File: src/rtl/home_automation_pkg.sv
// Shared definitions for the home automation controller.
// Holds mode encodings, config register addresses and the AC FSM state enum.
// Imported by home_automation_ctrl and ac_hvac_fsm.
package home_automation_pkg;

    // Config register addresses
    localparam logic [1:0] ADDR_SETPOINT = 2'd0;
    localparam logic [1:0] ADDR_MODE     = 2'd1;
    localparam logic [1:0] ADDR_CTRL     = 2'd2;  // bit0 eco_en, bit1 sec_en
    localparam logic [1:0] ADDR_HYST     = 2'd3;

    // AC operating modes
    localparam logic [1:0] MODE_OFF  = 2'd0;
    localparam logic [1:0] MODE_HEAT = 2'd1;
    localparam logic [1:0] MODE_COOL = 2'd2;
    localparam logic [1:0] MODE_AUTO = 2'd3;

    typedef enum logic [1:0] {
        AC_OFF  = 2'd0,
        AC_HEAT = 2'd1,
        AC_COOL = 2'd2,
        AC_REST = 2'd3
    } ac_state_t;

    function automatic logic mode_allows_heat(input logic [1:0] mode);
        return (mode == MODE_HEAT) || (mode == MODE_AUTO);
    endfunction

    function automatic logic mode_allows_cool(input logic [1:0] mode);
        return (mode == MODE_COOL) || (mode == MODE_AUTO);
    endfunction

endpackage

File: src/rtl/ac_hvac_fsm.sv
// Purpose: heat/cool controller with hysteresis and a mandatory rest period after any stop.
// Latency: outputs are registered, one cycle after the deciding inputs.
// Backpressure: none; inputs are sampled every cycle.
// Ports: clk_i/rst_n_i clock and async active-low reset; i_temp measured temperature;
//        i_setpoint/i_lo/i_hi thresholds; i_mode AC mode; i_eco_block opening shutoff;
//        o_heat/o_cool registered actuator enables (mutually exclusive).
module ac_hvac_fsm
    import home_automation_pkg::*;
#(
    parameter int TEMP_W  = 8,
    parameter int MIN_OFF = 16
) (
    input  logic              clk_i,
    input  logic              rst_n_i,
    input  logic [TEMP_W-1:0] i_temp,
    input  logic [TEMP_W-1:0] i_setpoint,
    input  logic [TEMP_W-1:0] i_lo,
    input  logic [TEMP_W-1:0] i_hi,
    input  logic [1:0]        i_mode,
    input  logic              i_eco_block,
    output logic              o_heat,
    output logic              o_cool
);

    localparam int RW = $clog2(MIN_OFF + 1);

    ac_state_t         r_state;
    ac_state_t         w_state_nxt;
    logic [RW-1:0]     r_rest_cnt;
    logic [RW-1:0]     w_rest_nxt;
    logic              r_heat;
    logic              r_cool;
    logic              w_heat_ok;
    logic              w_cool_ok;

    assign w_heat_ok = mode_allows_heat(i_mode);
    assign w_cool_ok = mode_allows_cool(i_mode);

    always_comb begin
        w_state_nxt = r_state;
        w_rest_nxt  = r_rest_cnt;
        case (r_state)
            AC_OFF: begin
                // Heat wins if both demands hold (only possible with odd thresholds).
                if (w_heat_ok && (i_temp < i_lo) && !i_eco_block)
                    w_state_nxt = AC_HEAT;
                else if (w_cool_ok && (i_temp > i_hi) && !i_eco_block)
                    w_state_nxt = AC_COOL;
            end
            AC_HEAT: begin
                if ((i_temp >= i_setpoint) || !w_heat_ok || i_eco_block) begin
                    w_state_nxt = AC_REST;
                    w_rest_nxt  = RW'(MIN_OFF - 1);
                end
            end
            AC_COOL: begin
                if ((i_temp <= i_setpoint) || !w_cool_ok || i_eco_block) begin
                    w_state_nxt = AC_REST;
                    w_rest_nxt  = RW'(MIN_OFF - 1);
                end
            end
            AC_REST: begin
                // Counter loaded with MIN_OFF-1 on entry, so REST spans MIN_OFF cycles.
                if (r_rest_cnt == '0)
                    w_state_nxt = AC_OFF;
                else
                    w_rest_nxt = r_rest_cnt - RW'(1);
            end
            default: w_state_nxt = AC_OFF;
        endcase
    end

    always_ff @(posedge clk_i or negedge rst_n_i) begin
        if (!rst_n_i) begin
            r_state    <= AC_OFF;
            r_rest_cnt <= '0;
            r_heat     <= 1'b0;
            r_cool     <= 1'b0;
        end else begin
            r_state    <= w_state_nxt;
            r_rest_cnt <= w_rest_nxt;
            r_heat     <= (w_state_nxt == AC_HEAT);
            r_cool     <= (w_state_nxt == AC_COOL);
        end
    end

    assign o_heat = r_heat;
    assign o_cool = r_cool;

endmodule

File: src/rtl/home_automation_ctrl.sv
// Purpose: home controller - config regs, AC FSM, opening eco shutoff, occupancy, security arming/alarm.
// Latency: config effective next cycle; AC/alarm outputs one cycle after inputs; locks follow armed count.
// Backpressure: none; every input is sampled each cycle.
// Ports: clk_i/rst_n_i clock and async active-low reset; cfg_* register write port;
//        temperature_i, window_status_i, door_status_i sensors; person_in_i/person_out_i pulses;
//        ac_heat_o/ac_cool_o, lock_doors_o/lock_windows_o, person_count_o, alarm_o.
module home_automation_ctrl
    import home_automation_pkg::*;
#(
    parameter int TEMP_W   = 8,
    parameter int N_WIN    = 4,
    parameter int N_DOOR   = 2,
    parameter int CNT_W    = 4,
    parameter int MIN_OFF  = 16,
    parameter int OPEN_DLY = 8,
    parameter int ARM_DLY  = 32
) (
    input  logic              clk_i,
    input  logic              rst_n_i,
    input  logic              cfg_we_i,
    input  logic [1:0]        cfg_addr_i,
    input  logic [TEMP_W-1:0] cfg_wdata_i,
    input  logic [TEMP_W-1:0] temperature_i,
    input  logic [N_WIN-1:0]  window_status_i,
    input  logic [N_DOOR-1:0] door_status_i,
    input  logic              person_in_i,
    input  logic              person_out_i,
    output logic              ac_heat_o,
    output logic              ac_cool_o,
    output logic              lock_doors_o,
    output logic              lock_windows_o,
    output logic [CNT_W-1:0]  person_count_o,
    output logic              alarm_o
);

    localparam int OW = $clog2(OPEN_DLY + 1);
    localparam int EW = $clog2(ARM_DLY + 1);

    logic [TEMP_W-1:0] r_setpoint;
    logic [1:0]        r_mode;
    logic              r_eco_en;
    logic              r_sec_en;
    logic [TEMP_W-1:0] r_hyst;
    logic [OW-1:0]     r_open_cnt;
    logic [EW-1:0]     r_empty_cnt;
    logic [CNT_W-1:0]  r_count;
    logic              r_alarm;

    logic [TEMP_W:0]   w_hi_ext;
    logic [TEMP_W-1:0] w_hi;
    logic [TEMP_W-1:0] w_lo;
    logic              w_any_open;
    logic              w_eco_block;
    logic              w_armed;
    logic              w_sec_clr;

    // Config registers; reset setpoint is mid-scale.
    always_ff @(posedge clk_i or negedge rst_n_i) begin
        if (!rst_n_i) begin
            r_setpoint <= {1'b1, {(TEMP_W-1){1'b0}}};
            r_mode     <= MODE_OFF;
            r_eco_en   <= 1'b0;
            r_sec_en   <= 1'b0;
            r_hyst     <= TEMP_W'(2);
        end else if (cfg_we_i) begin
            case (cfg_addr_i)
                ADDR_SETPOINT: r_setpoint <= cfg_wdata_i;
                ADDR_MODE:     r_mode     <= cfg_wdata_i[1:0];
                ADDR_CTRL: begin
                    r_eco_en <= cfg_wdata_i[0];
                    r_sec_en <= cfg_wdata_i[1];
                end
                default:       r_hyst     <= cfg_wdata_i;
            endcase
        end
    end

    // Saturating thresholds: hi uses one extra bit to detect overflow.
    assign w_hi_ext = {1'b0, r_setpoint} + {1'b0, r_hyst};
    assign w_hi     = w_hi_ext[TEMP_W] ? '1 : w_hi_ext[TEMP_W-1:0];
    assign w_lo     = (r_setpoint > r_hyst) ? (r_setpoint - r_hyst) : '0;

    assign w_any_open  = (|window_status_i) || (|door_status_i);
    assign w_eco_block = r_eco_en && (r_open_cnt == OW'(OPEN_DLY));
    assign w_armed     = (r_empty_cnt == EW'(ARM_DLY));
    assign w_sec_clr   = cfg_we_i && (cfg_addr_i == ADDR_CTRL) && !cfg_wdata_i[1];

    always_ff @(posedge clk_i or negedge rst_n_i) begin
        if (!rst_n_i) begin
            r_open_cnt <= '0;
        end else if (!w_any_open) begin
            r_open_cnt <= '0;
        end else if (r_open_cnt != OW'(OPEN_DLY)) begin
            r_open_cnt <= r_open_cnt + OW'(1);
        end
    end

    // Occupancy: simultaneous in/out cancels; saturate at both ends.
    always_ff @(posedge clk_i or negedge rst_n_i) begin
        if (!rst_n_i) begin
            r_count <= '0;
        end else if (person_in_i && !person_out_i && (r_count != '1)) begin
            r_count <= r_count + CNT_W'(1);
        end else if (!person_in_i && person_out_i && (r_count != '0)) begin
            r_count <= r_count - CNT_W'(1);
        end
    end

    always_ff @(posedge clk_i or negedge rst_n_i) begin
        if (!rst_n_i) begin
            r_empty_cnt <= '0;
        end else if (!(r_sec_en && (r_count == '0))) begin
            r_empty_cnt <= '0;
        end else if (!w_armed) begin
            r_empty_cnt <= r_empty_cnt + EW'(1);
        end
    end

    // Alarm is sticky; only a write clearing sec_en releases it.
    always_ff @(posedge clk_i or negedge rst_n_i) begin
        if (!rst_n_i) begin
            r_alarm <= 1'b0;
        end else if (w_sec_clr) begin
            r_alarm <= 1'b0;
        end else if (w_armed && w_any_open) begin
            r_alarm <= 1'b1;
        end
    end

    ac_hvac_fsm #(
        .TEMP_W  (TEMP_W),
        .MIN_OFF (MIN_OFF)
    ) u_ac_hvac_fsm (
        .clk_i       (clk_i),
        .rst_n_i     (rst_n_i),
        .i_temp      (temperature_i),
        .i_setpoint  (r_setpoint),
        .i_lo        (w_lo),
        .i_hi        (w_hi),
        .i_mode      (r_mode),
        .i_eco_block (w_eco_block),
        .o_heat      (ac_heat_o),
        .o_cool      (ac_cool_o)
    );

    assign lock_doors_o   = w_armed;
    assign lock_windows_o = w_armed;
    assign person_count_o = r_count;
    assign alarm_o        = r_alarm;

endmodule

File: config.mk
export PLATFORM = sky130hd
export DESIGN_NAME = home_automation_ctrl
export DESIGN_NICKNAME = d
export VERILOG_FILES = /design/src/rtl/home_automation_pkg.sv /design/src/rtl/ac_hvac_fsm.sv /design/src/rtl/home_automation_ctrl.sv
export SDC_FILE = /design/constraint.sdc
export NUM_CORES = 1
export LEC_CHECK = 0
export BUFFER_PORTS_ARGS = -buffer_cell sky130_fd_sc_hd__buf_2
export CORE_ASPECT_RATIO = 1.25
export CORE_MARGIN = 1.5
export CORE_UTILIZATION = 43
export CTS_CLUSTER_DIAMETER = 80
export DETAILED_ROUTE_END_ITERATION = 10
export GPL_ROUTABILITY_DRIVEN = 0
export PLACE_DENSITY_LB_ADDON = 0.1
export SLEW_MARGIN = 40
export SYNTH_ARGS = -nofsm -noshare
export SYNTH_HDL_FRONTEND = slang
export SYNTH_SLANG_ARGS = --single-unit
File: constraint.sdc
create_clock -name clk_i -period 5.45 [get_ports clk_i]
set_input_delay 0.545 -clock clk_i [delete_from_list [all_inputs] [get_ports clk_i]]
set_output_delay 0.545 -clock clk_i [all_outputs]
set_load 0.02 [all_outputs]
Word level (Yosys, flattened, before mapping)
Cells that the tools add are included.
{ "word_totals": {"input_bits": 29, "wordCells": 107, "reg_bits": 44} }
{ "classes": {"n_eq_ne": 19, "n_mux": 20, "reduce_logical": 42, "addsub": 7, "bitwise_logic": 1, "magnitude_cmp": 5} }
{ "ops": {"columns": ["operator", "n"], "rows": [
  ["> comparator 8 bit", 2],
  ["2-to-1 mux 4 bit", 4],
  ["2-to-1 mux 8 bit", 2],
  ["2-to-1 mux 5 bit", 3],
  ["one-hot mux 5 bit (3 select lines)", 1],
  ["logical AND 1 bit", 13],
  ["== test 2 bit, second input constant", 6],
  ["2-to-1 mux 6 bit", 2],
  ["2-to-1 mux 2 bit", 5],
  ["adder 8 x 8 -> 9 bit", 1],
  ["adder 4 x 1 -> 4 bit, second input constant", 2],
  ["== test 2 x 1 -> 1 bit, second input constant", 4],
  [">= comparator 8 bit", 1],
  ["<= comparator 8 bit", 1],
  ["less-than comparator 8 bit", 1],
  ["inequality test 4 bit, second input constant", 2],
  ["one-hot mux 2 bit (4 select lines)", 1],
  ["AND reduction 2 bit", 4],
  ["subtractor 8 bit", 1],
  ["logical OR 1 bit", 7],
  ["adder 6 x 1 -> 6 bit, second input constant", 1],
  ["== test 6 bit, second input constant", 1],
  ["logical NOT 1 bit", 6],
  ["inequality test 2 x 1 -> 1 bit, second input constant", 3],
  ["other kinds (16)", 20]
]} }

Longest topological paths before layout
{ "depth": {"depth_word": 9, "ltp_mapped": 16, "ltp_nobuf": 16} }

By module
Synthesis repeated with hierarchy kept, for this count alone.
{ "unflattened": {"hier_cells": 360, "hier_area_um2": 3485.8} }
{ "by_module_without_submodules": {"columns": ["module", "cells_per_inst", "n_inst", "area_each_um2", "seq_area_each_um2"], "rows": [
  ["home_automation_ctrl", 239, 1, 2476.1, 878.3],
  ["ac_hvac_fsm", 121, 1, 1009.7, 225.2]
]} }

Worst setup path before layout
Ideal clock, no wire load.
{ "synth_path": {"path_kind": "flip-flop to flip-flop", "startpoint": "reg r_setpoint[0]", "endpoint": "reg u_ac_hvac_fsm.r_cool, in the netlist u_ac_hvac_fsm.o_cool", "setup_slack_ps": 2468, "arrival_time_ps": 2863, "n_path_buf": 0, "required_ps": 5331, "period_less_slack_ps": 2982, "setup_time_ps": 119, "stages_incl_launch_ff": 16, "path_cell_list": "dfrtp_1 ha_1 fa_1 nand2b_1 a21oi_1 nor2_2 o31ai_2 a221o_1 nor2_1 ha_1 a21oi_1 nand2_1 a21o_1 o211ai_1 o32ai_2 and2_1"} }
{ "synth_via": {"elab_chain_cells": 9, "elab_cells_between_ends": 23} }
{ "synth_lines": {"columns": ["item", "line_no", "text"], "rows": [
  ["start: declaration", "home_automation_ctrl.sv:39", "logic [TEMP_W-1:0] r_setpoint;"],
  ["start signal: assignment", "home_automation_ctrl.sv:60", "r_setpoint <= {1'b1, {(TEMP_W-1){1'b0}}};"],
  ["start signal: assignment", "home_automation_ctrl.sv:67", "ADDR_SETPOINT: r_setpoint <= cfg_wdata_i;"],
  ["adder 8 x 8 -> 9 bit", "home_automation_ctrl.sv:79", "assign w_hi_ext = {1'b0, r_setpoint} + {1'b0, r_hyst};"],
  ["2-to-1 mux 8 bit", "home_automation_ctrl.sv:80", "assign w_hi = w_hi_ext[TEMP_W] ? '1 : w_hi_ext[TEMP_W-1:0];"],
  ["> comparator 8 bit", "ac_hvac_fsm.sv:47", "else if (w_cool_ok && (i_temp > i_hi) && !i_eco_block)"],
  ["logical AND 1 bit (2 in series)", "ac_hvac_fsm.sv:47", null],
  ["2-to-1 mux 2 bit", "ac_hvac_fsm.sv:47", null],
  ["2-to-1 mux 2 bit", "ac_hvac_fsm.sv:45", "if (w_heat_ok && (i_temp < i_lo) && !i_eco_block)"],
  ["one-hot mux 2 bit (4 select lines) *", "ac_hvac_fsm.sv:42", "case (r_state)"],
  ["named net u_ac_hvac_fsm.w_state_nxt[1]", "ac_hvac_fsm.sv:28", "ac_state_t w_state_nxt;"],
  ["== test 2 bit *", "ac_hvac_fsm.sv:83", "r_cool <= (w_state_nxt == AC_COOL);"],
  ["end signal: assignment", "ac_hvac_fsm.sv:83", null],
  ["end: declaration", "ac_hvac_fsm.sv:32", "logic r_cool;"]
]} }
Mark *: on every way through the listed nets, which the timed path passes. The rest lies on a longest branch.
A chain may end at the register's enable or synchronous reset.

Worst setup path after layout
{ "layout_path": {"startpoint": "reg r_hyst[1]", "endpoint": "reg u_ac_hvac_fsm.r_cool, in the netlist u_ac_hvac_fsm.o_cool"} }
{ "layout_via": {"elab_chain_cells": 9, "elab_cells_between_ends": 15} }
{ "layout_lines": {"columns": ["item", "line_no", "text"], "rows": [
  ["start: declaration", "home_automation_ctrl.sv:43", "logic [TEMP_W-1:0] r_hyst;"],
  ["start signal: assignment", "home_automation_ctrl.sv:73", "default: r_hyst <= cfg_wdata_i;"],
  ["adder 8 x 8 -> 9 bit", "home_automation_ctrl.sv:79", null],
  ["2-to-1 mux 8 bit", "home_automation_ctrl.sv:80", null],
  ["> comparator 8 bit", "ac_hvac_fsm.sv:47", null],
  ["logical AND 1 bit (2 in series)", "ac_hvac_fsm.sv:47", null],
  ["2-to-1 mux 2 bit", "ac_hvac_fsm.sv:47", null],
  ["2-to-1 mux 2 bit *", "ac_hvac_fsm.sv:45", null],
  ["one-hot mux 2 bit (4 select lines) *", "ac_hvac_fsm.sv:42", null],
  ["named net u_ac_hvac_fsm.w_state_nxt[1]", "ac_hvac_fsm.sv:28", null],
  ["== test 2 bit *", "ac_hvac_fsm.sv:83", null]
]} }
Marked as above.

==> flow_summary.yaml <==
placement:
  dp.cells: 480
  place_area_um2: 3610
  dp_hpwl_um: 5960
  portBuffers: 37
power_and_ir_drop:
  seqPwrFrac: 0.327
  switchingPower_mw: 0.631
  combinationalPowerShare: 0.497
  leakage_nw: 1.74
  p_int_mw: 0.900
  power_density_nw_per_um2: 410
  p_sw_frac: 0.412
  ir_worst_vdd_mv: 0.278
  pwr-share-clk: 0.176
clock_network:
  cts_max_level: 2
  cts_tree: "done"
  clk_latency_ps: 300
  cts_buffers: 5
  post_cts_buffers: 0
  cts_sinks: 44
  cts_resized: 0
  clockRootBuffer: "clkbuf_8"
  cts_buffer_depth: 2
  hold_buffers: 0
  clk_transition_reported_paths_ps: 90
global_route:
  track_usage: 0.198
  grt_overflow: 0
  grt_pass1_vias: 2597
  antenna_found_initial: 0
  grt_pass1_wl_um: 12500
  grt_max_degree: 45
worst_setup_path:
  cp.required_ps: 5700
  crit_type: "reg -> reg"
  end_kind: "flop"
  critical_path_peak_fanout: 4
  cp-startpoint: "r_hyst[1]"
  reg2reg_from: "r_hyst[1]"
  slowest_stage: "dfstp_2"
  cp-start-kind: "flop"
  crit_path_max_incr_delay_ps: 570
  worstPathArrival_ps: 3700
  path_cells: "inv_1 -> ha_1 -> nor2b_1 -> o21bai_1 -> a221oi_1 -> o31ai_1 -> mux2_2 -> nor3_1 -> ha_1 -> nand4_1 -> nor2_1 -> nor3_1 -> o211ai_1 -> o32ai_2 -> and2_1"
  r2r_slack_ps: 1990
sta:
  setup_violations: 0
  relSlewSlack: 0.561
  finClkSkew_ps: 15.8
  period_needed_ps: 3460
  fin_tns_setup_ps: 0
  rsz0062_at_grt: "false"
  timing.final.max_slew_violations: 0
  report.final.hold_viol_count: 0
  fmax_mhz: 289
  worst_pin_slew_ps: 653
  period_share: 0.634
floorplan:
  die_width_um: 81.9
  coreArea_um2: 7440
  start_util: 0.450
  dieArea_um2: 8330
  row_count: 35
  die_h_um: 102
  io_pins: 38
run:
  drv_cap: 0
layout:
  layout_commonest_cell: "ha_1"
  antenna_cells: 0
  num-nets-final: 473
  fin_cells: 488
  design_area_um2: 3730
  syn_to_final_growth_pct: 11.5
  final_layout_size_suffix_gt1_frac: 0.192
  layout_common_cells: "46 x ha_1, 42 x dfrtp_1, 36 x buf_2, 34 x inv_1, 31 x nand2_1"
logic_synthesis:
  syn_area_um2: 3350
  ys_top_cells_by_area: "dfrtp_1 31%, ha_1 17%, mux2_2 5.0%, inv_1 3.8%, nand2_1 3.5%"
  yosysSeqAreaShare: 0.330
  synth_top_area_frac: 0.314
  netlist_instances: 356
  synth_top_area_cell: "dfrtp_1"
  avgSynthCellArea_um2: 9.41
  synth_seq_cells: 44
  synth_nets: 434
  ys.warnings.count: 0
  synth.distinct_cells: 56
detailed_routing:
  vias_per_cell: 5.40
  vias: 2636
  dr.first_iter.drc_count: 78
  drc: 0
  firstDrtPassIters: 4
  wirelength_um: 7380
  wl_per_cell_um: 15.1
  ant_nets: 0
run_status:
  run_status: "complete, no violations"
min_path:
  hold_class: "in -> async"
-- cells by family (layout without fill, tap and decap cells) --
logic type	Yosys count	count (layout)	share of synthesized area
AOI/OAI and AO/OA	70	70	0.146
xor gates and xnor gates	19	19	0.0497
adders and majority gates	49	49	0.190
buffers and inverters	40	80	0.0519
DFF	44	44	0.330
muxes	18	18	0.0594
and+or+nand+nor	116	116	0.174
-- final timing paths --
kind,endpoint,cells past startpoint
setup / recovery,u_ac_hvac_fsm.o_cool,15
hold / removal,alarm_o,1
max in group asynchronous,person_count_o[3],1
setup reg to reg,u_ac_hvac_fsm.o_cool,15
hold reg to reg,alarm_o,1
min in group clk_i,r_setpoint[5],3
-- layer usage --
metal / GRT usage / part of all wire / up-vias
met3: 0.0270 / 0.023 / 12
li1: - / - / 1326
met5: 0 / 0 / -
met4: 0.0639 / 0.021 / 0
met1: 0.255 / 0.46 / 1257
met2: 0.339 / 0.49 / 41
-- power by group through the flow --
stage	combinational, mW	clock [mW]	sequential [mW]
floorplan	0.579	0	0.506
global placement	0.750	0	0.505
detailed placement	0.767	0	0.507
CTS	0.771	0.275	0.501
global route	0.865	0.285	0.517
finish	0.761	0.269	0.500
-- cell usage after synthesis (all sizes together) --
master	number
xnor2	11
or3	2
buf	4
o21ai	17
fa	3
nand4	8
dfrtp	42
o311ai	2
o21bai	2
and3b	1
or2	1
nor2b	7
or2b	1
nor3	10
dfstp	2
nand2	31
o22ai	1
and2	3
nand2b	3
or3b	1
mux2i	3
or4	1
o31ai	4
a211oi	7
o32ai	2
clkbuf	2
nor2	30
inv	34
a221o	1
and3	1
a21o	4
a21oi	22
nand3b	3
nor4	3
mux2	15
nor3b	1
ha	46
a221oi	1
a211o	1
nand3	9
o22a	1
o31a	1
o211ai	4
xor2	8
-- final cells by class --
cell class                 instances  area (um2)
fill                             726        3710
multi-input combinational        272        2070
sequential                        44        1100
timing repair buffer              38         195
inverter                          34         128
tap                               92         115
clock buffer                       6        82.6
clock inverter                     2        38.8
-- stage by stage --
stage / hold WS, ps / power, mW / utilization / setup WS, ps
finish: 234 / 1.53 / 0.502 / 1990
global route: 280 / 1.67 / 0.502 / 1710
CTS: 256 / 1.55 / 0.502 / 1960
detailed placement: 481 / 1.27 / 0.485 / 1970
global placement: 475 / 1.26 / 0.485 / 2020
floorplan: 249 / 1.09 / - / 2470
-- critical path: cells and delay by family (launching register included) --
kind	cells	cell delay, ps
AOI/OAI and AO/OA	5	990
adders and majority gates	2	620
buffers and inverters	1	80
DFF	1	570
muxes	1	370
and+or+nand+nor	6	780
-- registers in the layout, indices dropped and copies added (netlist names) --
| register | cells |
|---|---|
| u_ac_hvac_fsm.o_cool | 1 |
| r_sec_en | 1 |
| r_hyst | 8 |
| u_ac_hvac_fsm.r_rest_cnt | 5 |
| u_ac_hvac_fsm.r_state | 2 |
| u_ac_hvac_fsm.o_heat | 1 |
| person_count_o | 4 |
| r_open_cnt | 4 |
| r_empty_cnt | 6 |
| r_eco_en | 1 |
| r_setpoint | 8 |
| r_mode | 2 |
| alarm_o | 1 |
No activity file was read; power rests on OpenSTA's default activity.
